## src/rtl/display_pkg.sv

```systemverilog
// Shared constants for the 4-digit multiplexed seven-segment controller.
// Glyphs are packed {a,b,c,d,e,f,g}: bit 6 = a (top), bit 0 = g (middle).
// Also holds the digit count and the per-slot scan state encoding.
package display_pkg;

  localparam int NUM_DIGITOS = 4;
  localparam int IDX_W       = $clog2(NUM_DIGITOS);

  // Hex glyphs, active-high segments, order a..g.
  localparam logic [6:0] GLIFO_0 = 7'b1111110;
  localparam logic [6:0] GLIFO_1 = 7'b0110000;
  localparam logic [6:0] GLIFO_2 = 7'b1101101;
  localparam logic [6:0] GLIFO_3 = 7'b1111001;
  localparam logic [6:0] GLIFO_4 = 7'b0110011;
  localparam logic [6:0] GLIFO_5 = 7'b1011011;
  localparam logic [6:0] GLIFO_6 = 7'b1011111;
  localparam logic [6:0] GLIFO_7 = 7'b1110000;
  localparam logic [6:0] GLIFO_8 = 7'b1111111;
  localparam logic [6:0] GLIFO_9 = 7'b1111011;
  localparam logic [6:0] GLIFO_A = 7'b1110111;
  localparam logic [6:0] GLIFO_B = 7'b0011111;  // lower-case b
  localparam logic [6:0] GLIFO_C = 7'b1001110;
  localparam logic [6:0] GLIFO_D = 7'b0111101;  // lower-case d
  localparam logic [6:0] GLIFO_E = 7'b1001111;
  localparam logic [6:0] GLIFO_F = 7'b1000111;

  // OFF: scanning disabled (or just out of reset); GUARD: all digits dark at
  // slot start to avoid ghosting; ON: the selected digit is driven.
  typedef enum logic [1:0] {
    ST_OFF   = 2'd0,
    ST_GUARD = 2'd1,
    ST_ON    = 2'd2
  } estado_t;

endpackage

```

## src/rtl/decodificador_7seg.sv

```systemverilog
// Purely combinational hex nibble to seven-segment glyph decoder.
// Ports: valor_i[3:0] hex value in; seg_o[6:0] segments out, {a,b,c,d,e,f,g}.
// No state, no clock; zero latency.
module decodificador_7seg
  import display_pkg::*;
(
  input  logic [3:0] valor_i,
  output logic [6:0] seg_o
);

  always_comb begin
    seg_o = 7'b0000000;
    unique case (valor_i)
      4'h0: seg_o = GLIFO_0;
      4'h1: seg_o = GLIFO_1;
      4'h2: seg_o = GLIFO_2;
      4'h3: seg_o = GLIFO_3;
      4'h4: seg_o = GLIFO_4;
      4'h5: seg_o = GLIFO_5;
      4'h6: seg_o = GLIFO_6;
      4'h7: seg_o = GLIFO_7;
      4'h8: seg_o = GLIFO_8;
      4'h9: seg_o = GLIFO_9;
      4'hA: seg_o = GLIFO_A;
      4'hB: seg_o = GLIFO_B;
      4'hC: seg_o = GLIFO_C;
      4'hD: seg_o = GLIFO_D;
      4'hE: seg_o = GLIFO_E;
      4'hF: seg_o = GLIFO_F;
      default: seg_o = 7'b0000000;
    endcase
  end

endmodule

```

## src/rtl/controlador_display.sv

```systemverilog
// Four-digit multiplexed seven-segment scan controller with a one-deep load
// shadow that only commits to the display register at frame boundaries.
// Ports: clk, rst_n (async, active-low); en scan enable; cargar/dato load
//   strobe and 16-bit value (dato[3:0] = rightmost digit); blank_ceros
//   leading-zero suppression; ocupado = shadow holds an undisplayed load;
//   an[3:0] active-low digit enables; a..g active-high segments.
// Outputs decode registered state only; a load made while ocupado=1 is dropped.
module controlador_display
  import display_pkg::*;
#(
  parameter int PRESCALER = 50000,  // clock cycles per digit slot, >= GUARD+1
  parameter int GUARD     = 2       // dark cycles at the start of every slot
) (
  input  logic        clk,
  input  logic        rst_n,
  input  logic        en,
  input  logic        cargar,
  input  logic [15:0] dato,
  input  logic        blank_ceros,
  output logic        ocupado,
  output logic [3:0]  an,
  output logic        a,
  output logic        b,
  output logic        c,
  output logic        d,
  output logic        e,
  output logic        f,
  output logic        g
);

  localparam int             CW        = (PRESCALER > 1) ? $clog2(PRESCALER) : 1;
  localparam logic [CW-1:0]  CNT_MAX   = CW'(PRESCALER - 1);
  localparam logic [CW-1:0]  CNT_GUARD = CW'(GUARD);
  localparam logic [IDX_W-1:0] IDX_LAST = IDX_W'(NUM_DIGITOS - 1);

  // Scan state
  estado_t           state_q, state_d;
  logic [CW-1:0]     cnt_q, cnt_d;
  logic [IDX_W-1:0]  idx_q, idx_d;

  // Load / display state
  logic [15:0]       shadow_q, shadow_d;
  logic [15:0]       disp_q, disp_d;
  logic              ocupado_q, ocupado_d;
  // blank_ceros is registered so no input reaches the segment outputs
  // combinationally.
  logic              blank_q;

  logic              tick;
  logic              frame_end;
  logic              load;
  logic              commit;

  // tick only counts while actually scanning; the first enabled edge out of
  // OFF just restarts the slot at cnt=0 in GUARD.
  assign tick      = en && (state_q != ST_OFF) && (cnt_q == CNT_MAX);
  assign frame_end = tick && (idx_q == IDX_LAST);

  // ---------------------------------------------------------------------------
  // Scan FSM
  // ---------------------------------------------------------------------------
  always_ff @(posedge clk or negedge rst_n) begin
    if (!rst_n) begin
      state_q <= ST_OFF;
      cnt_q   <= '0;
      idx_q   <= '0;
    end else begin
      state_q <= state_d;
      cnt_q   <= cnt_d;
      idx_q   <= idx_d;
    end
  end

  always_comb begin
    state_d = state_q;
    cnt_d   = cnt_q;
    idx_d   = idx_q;
    if (!en) begin
      state_d = ST_OFF;
      cnt_d   = '0;
      idx_d   = '0;
    end else if (state_q == ST_OFF) begin
      cnt_d   = '0;
      idx_d   = '0;
      state_d = (GUARD > 0) ? ST_GUARD : ST_ON;
    end else begin
      if (tick) begin
        cnt_d = '0;
        idx_d = idx_q + IDX_W'(1);
      end else begin
        cnt_d = cnt_q + CW'(1);
      end
      // The state follows the counter value it will hold next cycle, so the
      // guard window is exactly cnt = 0..GUARD-1 of every slot.
      state_d = (cnt_d < CNT_GUARD) ? ST_GUARD : ST_ON;
    end
  end

  // ---------------------------------------------------------------------------
  // Shadow / display register
  // ---------------------------------------------------------------------------
  // Commit only at a frame boundary, or while scanning is off (nothing is lit,
  // so no frame can tear). A load colliding with a commit is dropped because
  // load requires ocupado_q=0 and commit requires ocupado_q=1.
  assign load   = cargar && !ocupado_q;
  assign commit = ocupado_q && (frame_end || !en);

  always_comb begin
    shadow_d  = shadow_q;
    disp_d    = disp_q;
    ocupado_d = ocupado_q;
    if (load) begin
      shadow_d  = dato;
      ocupado_d = 1'b1;
    end else if (commit) begin
      disp_d    = shadow_q;
      ocupado_d = 1'b0;
    end
  end

  always_ff @(posedge clk or negedge rst_n) begin
    if (!rst_n) begin
      shadow_q  <= 16'h0000;
      disp_q    <= 16'h0000;
      ocupado_q <= 1'b0;
      blank_q   <= 1'b0;
    end else begin
      shadow_q  <= shadow_d;
      disp_q    <= disp_d;
      ocupado_q <= ocupado_d;
      blank_q   <= blank_ceros;
    end
  end

  // ---------------------------------------------------------------------------
  // Output decode (registered state only)
  // ---------------------------------------------------------------------------
  logic [NUM_DIGITOS-1:0][3:0] digitos;
  logic [NUM_DIGITOS-1:0]      ceros_arriba;  // nibble i and all above are 0
  logic [3:0]                  nib;
  logic [6:0]                  glifo;
  logic                        apagar;
  logic [6:0]                  seg;

  assign digitos = disp_q;
  assign nib     = digitos[idx_q];

  always_comb begin
    ceros_arriba = '0;
    ceros_arriba[NUM_DIGITOS-1] = (digitos[NUM_DIGITOS-1] == 4'h0);
    for (int i = NUM_DIGITOS - 2; i >= 1; i--) begin
      ceros_arriba[i] = ceros_arriba[i+1] && (digitos[i] == 4'h0);
    end
    // Digit 0 is always shown so a zero value still reads "0".
    ceros_arriba[0] = 1'b0;
  end

  assign apagar = blank_q && ceros_arriba[idx_q];

  decodificador_7seg u_dec (
    .valor_i (nib),
    .seg_o   (glifo)
  );

  // A blanked digit keeps its anode enabled but drives no segments, so the
  // per-slot timing is identical whether or not suppression is active.
  assign an  = (state_q == ST_ON) ? ~(4'b0001 << idx_q) : 4'b1111;
  assign seg = ((state_q == ST_ON) && !apagar) ? glifo : 7'b0000000;
  assign {a, b, c, d, e, f, g} = seg;
  assign ocupado = ocupado_q;

endmodule

```

## config.mk

```make
export PLATFORM = sky130hd
export DESIGN_NAME = controlador_display
export DESIGN_NICKNAME = d
export VERILOG_FILES = /design/src/rtl/display_pkg.sv /design/src/rtl/decodificador_7seg.sv /design/src/rtl/controlador_display.sv
export SDC_FILE = /design/constraint.sdc
export NUM_CORES = 1
export LEC_CHECK = 0
export ABC_CLOCK_PERIOD_IN_PS = 3500
export CAP_MARGIN = 15
export CORE_MARGIN = 2
export CORE_UTILIZATION = 56
export CTS_BUF_LIST = sky130_fd_sc_hd__clkbuf_16
export CTS_CLUSTER_SIZE = 40
export DETAILED_ROUTE_END_ITERATION = 7
export HOLD_SLACK_MARGIN = 0.06
export PLACE_DENSITY = 0.8
export SYNTH_ARGS = -nofsm -noshare
export SYNTH_HDL_FRONTEND = slang
export SYNTH_SLANG_ARGS = --single-unit
```

## constraint.sdc

```tcl
create_clock -name clk -period 3.5 [get_ports clk]
set_clock_uncertainty 0.2 [all_clocks]
set_input_delay 0.525 -clock clk [delete_from_list [all_inputs] [get_ports clk]]
set_output_delay 0.525 -clock clk [all_outputs]
set_load 0.05 [all_outputs]
```

; ---- After elaboration in Yosys (flattened, before gate mapping)
; Memories as Yosys holds them, arrays and structs flattened.
; Cells that the tools add are included.
; W data, S select, Z words.
[op_classes]
multipliers = 0
addsub = 2
n_reduce_logical = 20
mux = 19
n_lt_le_gt_ge = 2
shift = 1
div_mod_pow = 0
n_bitwise = 2
eq_ne = 4
[ops]
columns = operator, n
row1 = $mux W16, 5
row2 = $add A16 B1 Y16 const B, 1
row3 = $eq A16 B16 Y1 const B, 1
row4 = $lt A16 B2 Y1 const B, 1
row5 = $logic_not A4 Y1, 3
row6 = $mux W2, 6
row7 = $logic_and A1 B1 Y1, 9
row8 = $bmux W4 S2, 1
row9 = $mux W4, 2
row10 = $mux W7, 1
row11 = $eq A2 B2 Y1 const B, 2
row12 = $not A4 Y4, 1
row13 = $reduce_bool A2 Y1, 2
row14 = $shl A1 B2 Y4 const A, 1
row15 = $logic_not A1 Y1, 3
row16 = $lt A2 B3 Y1 const B, 1
row17 = $mux W1, 3
row18 = $ne A3 B1 Y1 const B, 1
row19 = $add A2 B1 Y2 const B, 1
row20 = $bmux W1 S2, 1
row21 = $logic_not A2 Y1, 1
row22 = $reduce_and A2 Y1, 1
row23 = $logic_or A1 B1 Y1, 1
row24 = $not A1 Y1, 1
[totals]
n_memories = 1
word_cells = 58
latch_bits = 0
mem_bits_ro = 112
reg_bits = 54
ram_bits = 0
out_inout_bits = 12
in_bits = 21
[memory_table]
columns = memory, depth, width, read_ports, rd_clocked_by_memory_dff, wr, line
row1 = (name not given), 16, 7, 1, 0, 0, decodificador_7seg.sv:13  ; unique case (valor_i)

; ---- Longest topological paths before layout
; Gate-level depths: netlist of run 1.
[depth]
ltp_word = 10
mapped_depth = 11
mapped_depth_nobuf = 10

; ---- Hierarchy
; Synthesis of run 1 repeated with hierarchy kept, for this count alone.
[unflattened]
hier_cells = 259
area_unflattened_um2 = 2974.1
[by_module_without_submodules]
columns = mod, n_inst, cells_per_inst, seq_area_each_um2, area_per_inst_um2
row1 = controlador_display, 1, 226, 1351.3, 2686.3
row2 = decodificador_7seg, 1, 33, 0.0, 287.8

; ---- Worst setup path after synthesis of run 1
; OpenSTA, ideal clock, no wires.
[synth_timing]
path_kind = flip-flop to output port
from = register idx_q[0]
to = output port f
arrival_ns = 3.094
path_slack_ns = -0.319
path_stages_with_launch = 8
required_ns = 2.775
path_buffers = 1
path_cell_list = dfrtp_1 > buf_2 > mux2_2 > o21ai_0 > inv_1 > ha_1 > mux2_2 > a211oi_1
[synth_between]
elab_chain_len = 6
elab_cells_between_ends = 9
classes_between = mux (5) / reduce/logical (3) / memory (1)
[synth_rtl]
columns = item, line
row1 = "start, declared", controlador_display.sv:39  ; logic [IDX_W-1:0] idx_q, idx_d;
row2 = "start signal, assigned", controlador_display.sv:70  ; idx_q <= idx_d;
row3 = "parallel branches: the longest is 5 deep, another holds $mem_v2 Z16 W7", n/a
row4 = $mux W7 (*), controlador_display.sv:168  ; assign seg = ((state_q == ST_ON) && !apagar) ? glifo : 7'b0000000;
row5 = "end, declared", controlador_display.sv:27  ; output logic f,
; Mark *: on every way between the ends. The select of a mux whose other input is x is not followed.

; ---- Worst setup path after layout of run 1
[layout_timing]
from = register idx_q[1]
to = output port a
[layout_between]
elab_chain_len = 6
elab_cells_between_ends = 9
classes_between = mux (5) / reduce/logical (3) / memory (1)
[layout_rtl]
columns = item, line
row1 = "parallel branches: the longest is 5 deep, another holds $mem_v2 Z16 W7", n/a
row2 = $mux W7 (*), controlador_display.sv:168
row3 = "end, declared", controlador_display.sv:22  ; output logic a,
; Marked as above.

==> results.sh, run 1 <==
export IMPL_outcome="completed"
export IMPL_gr_usage_met1_pct=30.5
export IMPL_cts_inserted_buffers=5
export IMPL_core_rowCount=26
export IMPL_fmax_ghz=0.311
export IMPL_leakage_uw=0.00147
export IMPL_place_congestion=0.900
export IMPL_final_area_um2=3520
export IMPL_synthSimpleGateAreaFrac_pct=15.5
export IMPL_viasPerCell=5.59
export IMPL_busiest_layer="met2"
export IMPL_grt_usage_pct=20.6
export IMPL_cp_start_kind="flip-flop"
export IMPL_period_needed_ns=3.22
export IMPL_firstDrtPassIters=4
export IMPL_yosys_top_cells_area="dfrtp_1 46%, mux2_2 10%, mux2_4 4.6%"
export IMPL_crit_fanout=10
export IMPL_cp_required_ns=2.77
export IMPL_nets=323
export IMPL_synth_area_mux_share_pct=19.3
export IMPL_maxCapViolations=0
export IMPL_cts_resized=0
export IMPL_ys_seq_elements=54
export IMPL_drt_initial_drc_count=134
export IMPL_io_buffers=32
export IMPL_antenna_left=0
export IMPL_synth_top_family_by_area="multiplexers"
export IMPL_cts_hold_buf=0
export IMPL_fin_cells=363
export IMPL_finalMaxSlewViolations=0
export IMPL_clk_latency_ns=0.29
export IMPL_critical_path_class="flip-flop to primary output"
export IMPL_antenna_found_initial=0
export IMPL_yosysTopAreaCellShare_pct=46.1
export IMPL_crit_start="idx_q[1]"
export IMPL_grt_util_met3_pct=3.79
export IMPL_grt_pass1_vias=2002
export IMPL_grt_max_degree=32
export IMPL_clkTransAtPathRegs_ns=0.07
export IMPL_critPathCaptureType="primary output"
export IMPL_max_vdd_ir_drop_v=0.000373
export IMPL_p_per_area_nw_per_um2=591
export IMPL_start_util_pct=57.7
export IMPL_grt_pass1_wl_um=9680
export IMPL_tritoncts="built"
export IMPL_dp_cells=355
export IMPL_ys_seq_area_share_pct=46.1
export IMPL_grt_overflow_total=0
export IMPL_syn_to_final_growth_pct=20.0
export IMPL_ys_types=45
export IMPL_r2r_start="cnt_q[0]"
export IMPL_synthesis_area_um2=2930
export IMPL_h_tree_depth=2
export IMPL_synth_compound_area_share_pct=6.32
export IMPL_synthCells=264
export IMPL_pwr_share_clk_pct=27.2
export IMPL_num_vias=2029
export IMPL_post_cts_buffers=0
export IMPL_ios=33
export IMPL_rsz0062_at_grt="false"
export IMPL_wl_per_cell_um=15.3
export IMPL_clkSinkCount=54
export IMPL_post_dp_cell_area_um2=3340
export IMPL_ctsRootBufferMaster="clkbuf_16"
export IMPL_arrival_ns=2.49
export IMPL_combPwrFrac_pct=30.3
export IMPL_synth_fp_nets=295
export IMPL_p_sw_uw=641
export IMPL_route_detailed_drc=0
export IMPL_intPower_uw=1440
export IMPL_grtUsageMet2_pct=31.2
export IMPL_synth_xor_area_share_pct=4.78
export IMPL_syn_area_per_cell_um2=11.1
export IMPL_worst_slew_pin_slew_ns=0.680
export IMPL_slew_headroom_pct=54.2
export IMPL_fin_crit_sh_pct=91.9
export IMPL_min_path_type="primary input to asynchronous set/reset pin"
export IMPL_chipHeight_um=76.3
export IMPL_core_um2=5070
export IMPL_synthAdderAreaFrac_pct=4.27
export IMPL_wl_um=5560
export IMPL_dpl_hpwl_um=4050
export IMPL_diodes=0
export IMPL_fin_tns_setup_ns=0
export IMPL_holdWs_ns=0.0698
export IMPL_p_sw_share_pct=30.9
export IMPL_hold_viol=0
export IMPL_cts_max_path_buffers=2
export IMPL_setup_viol=0
export IMPL_die_area_um2=5830
export IMPL_die_w_um=76.3
export IMPL_drive_above_1_share_pct=23.2
export IMPL_ys_warn_count=0
export IMPL_seqPwrFrac_pct=42.5
export IMPL_synth_top_area_cell="dfrtp_1"
[critical path: stages, from the launching register on]
cell	delay (ns)
dfrtp_1	0.55
mux4_2	0.69
or2_2	0.38
a21oi_1	0.15
a211oi_1	0.07
nor2_1	0.19
buf_12	0.17
[per-stage QoR]
| stage | util (%) | power [uW] | worst slack (ns) |
|---|---|---|---|
| 6_report | 69.3 | 2080 | 0.283 |
| 5_1_grt | 69.3 | 2200 | 0.108 |
| 4_1_cts | 69.3 | 2090 | 0.172 |
| 3_5_place_dp | 65.9 | 1520 | 0.485 |
| 3_3_place_gp | 65.9 | 1490 | 0.532 |
| 2_1_floorplan | - | 1320 | 0.149 |
[power groups by stage]
stage / logic [uW] / registers, uW / clock network, uW
floorplan: 474 / 849 / 0
global placement: 607 / 880 / 0
detailed placement: 628 / 887 / 0
CTS: 633 / 882 / 577
global route: 691 / 898 / 611
finish: 630 / 883 / 565
[cells in the mapped netlist, drive strengths merged]
cell type,instances
a211o,1
a211oi,4
a21o,1
a21oi,3
a2bb2oi,1
a31oi,1
and2,1
and3,2
and4,1
and4b,2
buf,8
clkbuf,6
dfrtp,54
ha,10
inv,7
mux2,35
mux2i,7
mux4,3
nand2,18
nand2b,1
nand3,8
nand4,3
nor2,35
nor2b,2
nor3,6
nor4,6
nor4b,2
o2111ai,1
o211a,1
o21a,2
o21ai,7
o22ai,2
o31a,1
o31ai,1
or2,4
or4,1
xnor2,11
xor2,5
[cells by family after synthesis]
family	Yosys count
AO/OA/AOI/OAI	26
XOR/XNOR	16
adder cells (fa/ha/maj)	10
buffers and inverters	21
flip-flops	54
multiplexers	45
AND/OR/NAND/NOR	92
[cells in the final DEF (no fill, tap or decap), types with 2 or more instances in the layout]
master | Yosys | routed
o22ai_1 | 2 | 2
a211oi_1 | 4 | 2
or2_2 | 4 | 4
mux2_2 | 26 | 26
buf_12 | 0 | 6
clkbuf_16 | 0 | 5
xnor2_1 | 11 | 11
ha_1 | 10 | 10
nand2_1 | 18 | 18
inv_6 | 0 | 2
nor3_1 | 6 | 6
nor2_1 | 35 | 35
mux2_4 | 9 | 9
nor4b_2 | 2 | 2
o21a_1 | 2 | 2
inv_1 | 7 | 7
buf_4 | 2 | 4
dfrtp_1 | 54 | 53
a211oi_2 | 0 | 2
nor4_1 | 6 | 6
nor2b_1 | 2 | 2
nand4_1 | 3 | 3
mux4_2 | 3 | 3
a21oi_1 | 3 | 3
o21ai_0 | 5 | 5
clkdlybuf4s50_1 | 0 | 24
nand3_1 | 8 | 8
and4b_1 | 2 | 2
xor2_1 | 5 | 5
mux2i_1 | 7 | 7
[flip-flops by register name (all words and copies together) (netlist names)]
| name | count |
|---|---|
| state_q | 2 |
| ocupado | 1 |
| blank_q | 1 |
| cnt_q | 16 |
| shadow_q | 16 |
| idx_q | 2 |
| digitos | 16 |
[final cells by class]
type	instances	area [um^2]
fillers	394	1560
multi-input cells	189	1480
flip-flops and latches	54	1350
repair buffers	35	395
clock buffers	5	125
well taps	70	87.6
clock inverters	3	47.5
inverters	7	26.3
[worst paths after layout]
check	endpoint	slack, ns	depth (start not counted)
worst max-delay path	a	0.28	6
worst min-delay path	cnt_q[13]	0.07	1
worst max register to register	digitos[3]	0.81	6
worst min register to register	digitos[0]	0.30	1
max in group asynchronous	digitos[1]	2.28	2
min in group clk	digitos[0]	0.30	1
[routing by layer]
| layer | share of wire [%] | vias up |
|---|---|---|
| li1 | - | 982 |
| met1 | 48 | 1001 |
| met2 | 47 | 41 |
| met3 | 3.4 | 5 |
| met4 | 1.3 | 0 |
| met5 | 0 | - |
(Power assumes the default switching activity.)
==> run 2: changes to the inputs <==
--- a/config.mk
+++ b/config.mk
@@ -8,12 +8,12 @@
 export ABC_CLOCK_PERIOD_IN_PS = 3500
 export CAP_MARGIN = 15
 export CORE_MARGIN = 2
-export CORE_UTILIZATION = 56
+export CORE_UTILIZATION = 55
 export CTS_BUF_LIST = sky130_fd_sc_hd__clkbuf_16
 export CTS_CLUSTER_SIZE = 40
 export DETAILED_ROUTE_END_ITERATION = 7
 export HOLD_SLACK_MARGIN = 0.06
-export PLACE_DENSITY = 0.8
+export PLACE_DENSITY = 0.78
 export SYNTH_ARGS = -nofsm -noshare
 export SYNTH_HDL_FRONTEND = slang
 export SYNTH_SLANG_ARGS = --single-unit
==> results.sh, run 2 (synthesis gave the netlist of run 1 again) <==
export IMPL_die_w_um=77.0
export IMPL_fin_ws_ns=0.250
export IMPL_final_cell_mix="53 x dfrtp_1, 35 x nor2_1, 26 x mux2_2"
export IMPL_critical_path_top_delay_family="multiplexers"
export IMPL_ctsRootBufferMaster="clkbuf_16"
export IMPL_grt_pass1_wl_um=9250
export IMPL_cp_start_kind="flip-flop"
export IMPL_cts_max_path_buffers=2
export IMPL_core_um2=5140
export IMPL_drt_initial_drc_count=104
export IMPL_grt_usage_pct=19.5
export IMPL_num_vias=1997
export IMPL_viasPerCell=5.50
export IMPL_fin_crit_sh_pct=92.8
export IMPL_start_util_pct=57.0
export IMPL_pre_cts_ws_ns=0.428
export IMPL_fmax_ghz=0.308
export IMPL_cp_required_ns=2.77
export IMPL_io_buffers=32
export IMPL_ios=33
export IMPL_leakage_uw=0.00146
export IMPL_slew_headroom_pct=54.7
export IMPL_worst_slew_pin_slew_ns=0.677
export IMPL_fin_tns_setup_ns=0
export IMPL_diodes=0
export IMPL_rsz0062_at_grt="false"
export IMPL_final_area_um2=3490
export IMPL_cp_cell_sequence="mux2_2 -> o21ai_0 -> inv_1 -> ha_1 -> mux2_2 -> a211oi_2 -> buf_12"
export IMPL_grt_max_degree=32
export IMPL_arrival_ns=2.52
export IMPL_cts_hold_buf=0
export IMPL_maxCapViolations=0
export IMPL_cp_common_cell="mux2_2"
export IMPL_place_congestion=0.830
export IMPL_clk_latency_ns=0.29
export IMPL_post_cts_buffers=0
export IMPL_dpl_hpwl_um=3920
export IMPL_layout_commonest_cell="dfrtp_1"
export IMPL_crit_buf_inv=2
export IMPL_clkTransAtPathRegs_ns=0.07
export IMPL_p_per_area_nw_per_um2=569
export IMPL_wl_um=5280
export IMPL_setup_viol=0
export IMPL_tritoncts="built"
export IMPL_post_dp_cell_area_um2=3340
export IMPL_period_needed_ns=3.25
export IMPL_slowest_stage="dfrtp_2"
export IMPL_max_stage_delay_ns=0.51
export IMPL_wl_per_cell_um=14.5
export IMPL_min_path_type="primary input to asynchronous set/reset pin"
export IMPL_core_rowCount=26
export IMPL_antenna_found_initial=0
export IMPL_max_vdd_ir_drop_v=0.000390
export IMPL_outcome="completed"
export IMPL_die_area_um2=5930
export IMPL_firstDrtPassIters=4
export IMPL_crit_fanout=11
export IMPL_h_tree_depth=2
export IMPL_nets=323
export IMPL_route_detailed_drc=0
export IMPL_grt_pass1_vias=1916
export IMPL_drive_above_1_share_pct=23.2
export IMPL_clkSinkCount=54
export IMPL_antenna_left=0
export IMPL_hold_viol=0
export IMPL_critPathCaptureType="primary output"
export IMPL_grt_overflow_total=0
export IMPL_chipHeight_um=77.0
export IMPL_cts_inserted_buffers=5
export IMPL_syn_to_final_growth_pct=19.1
export IMPL_critical_path_class="flip-flop to primary output"
export IMPL_finalMaxSlewViolations=0
==> run 2: cell types whose count changed in the layout (fill, tap and decap cells not counted) <==
cell | previous run | this run
bufinv_16 | 1 | 0
clkinv_4 | 0 | 1
clkinv_2 | 0 | 1
clkinvlp_4 | 0 | 1
inv_6 | 2 | 0
==> run 2: final timing paths <==
| kind | slack, ns | end | from | cells after the start |
|---|---|---|---|---|
| max | 0.25 | g | idx_q[0] | 7 |
| min | 0.05 | cnt_q[14] | rst_n | 1 |
| min in group clk | 0.31 | digitos[3] | shadow_q[3] | 1 |
| min reg2reg | 0.31 | digitos[3] | shadow_q[3] | 1 |
| max reg2reg | 0.79 | digitos[4] | cnt_q[0] | 6 |
| max in group asynchronous | 2.30 | shadow_q[3] | rst_n | 2 |
==> run 2: final cells by class <==
class	count	area [um^2]
Timing Repair Buffer	35	395
Clock buffer	5	125
Fill cell	414	1650
Clock inverter	3	21.3
Multi-Input combinational cell	189	1480
Tap cell	70	87.6
Inverter	7	26.3
Sequential cell	54	1350
==> run 2: stage by stage <==
stage | hold WS [ns] | utilization [%] | cells | total power, uW
floorplan | 0.0294 | - | 264 | 1320
global placement | 0.288 | 65.0 | 355 | 1490
detailed placement | 0.292 | 65.0 | 355 | 1510
CTS | 0.0823 | 67.9 | 363 | 2000
global route | 0.116 | 67.9 | 363 | 2110
finish | 0.0472 | 67.9 | 363 | 1980
==> run 2: what timing repair did <==
action / 4_1_cts / 5_1_grt
gates resized for setup: 0 / 1
endpoints found under the setup margin: 0 / 3
hold endpoints to repair: 0 / 0
==> run 2: power breakdown <==
group          switching, uW  internal, uW
clock                    221           265
combinational            298           328
sequential               106           767
total                    625          1360
==> run 2: routing by layer <==
layer,part of all wire [%],wire [um],vias to the layer above,track usage (%)
li1,-,-,991,-
met1,50,2660,957,29.6
met2,45,2350,43,28.0
met3,3.7,195,6,4.00
met4,1.4,74,0,6.61
met5,0,0,-,0
==> run 3: changes to the inputs <==
--- a/config.mk
+++ b/config.mk
@@ -6,7 +6,7 @@
 export NUM_CORES = 1
 export LEC_CHECK = 0
 export ABC_CLOCK_PERIOD_IN_PS = 3500
-export CAP_MARGIN = 15
+export CAP_MARGIN = 40
 export CORE_MARGIN = 2
 export CORE_UTILIZATION = 55
 export CTS_BUF_LIST = sky130_fd_sc_hd__clkbuf_16
==> results of run 3 <==
No change in the layout: final DEF, timing and power equal those of run 2.
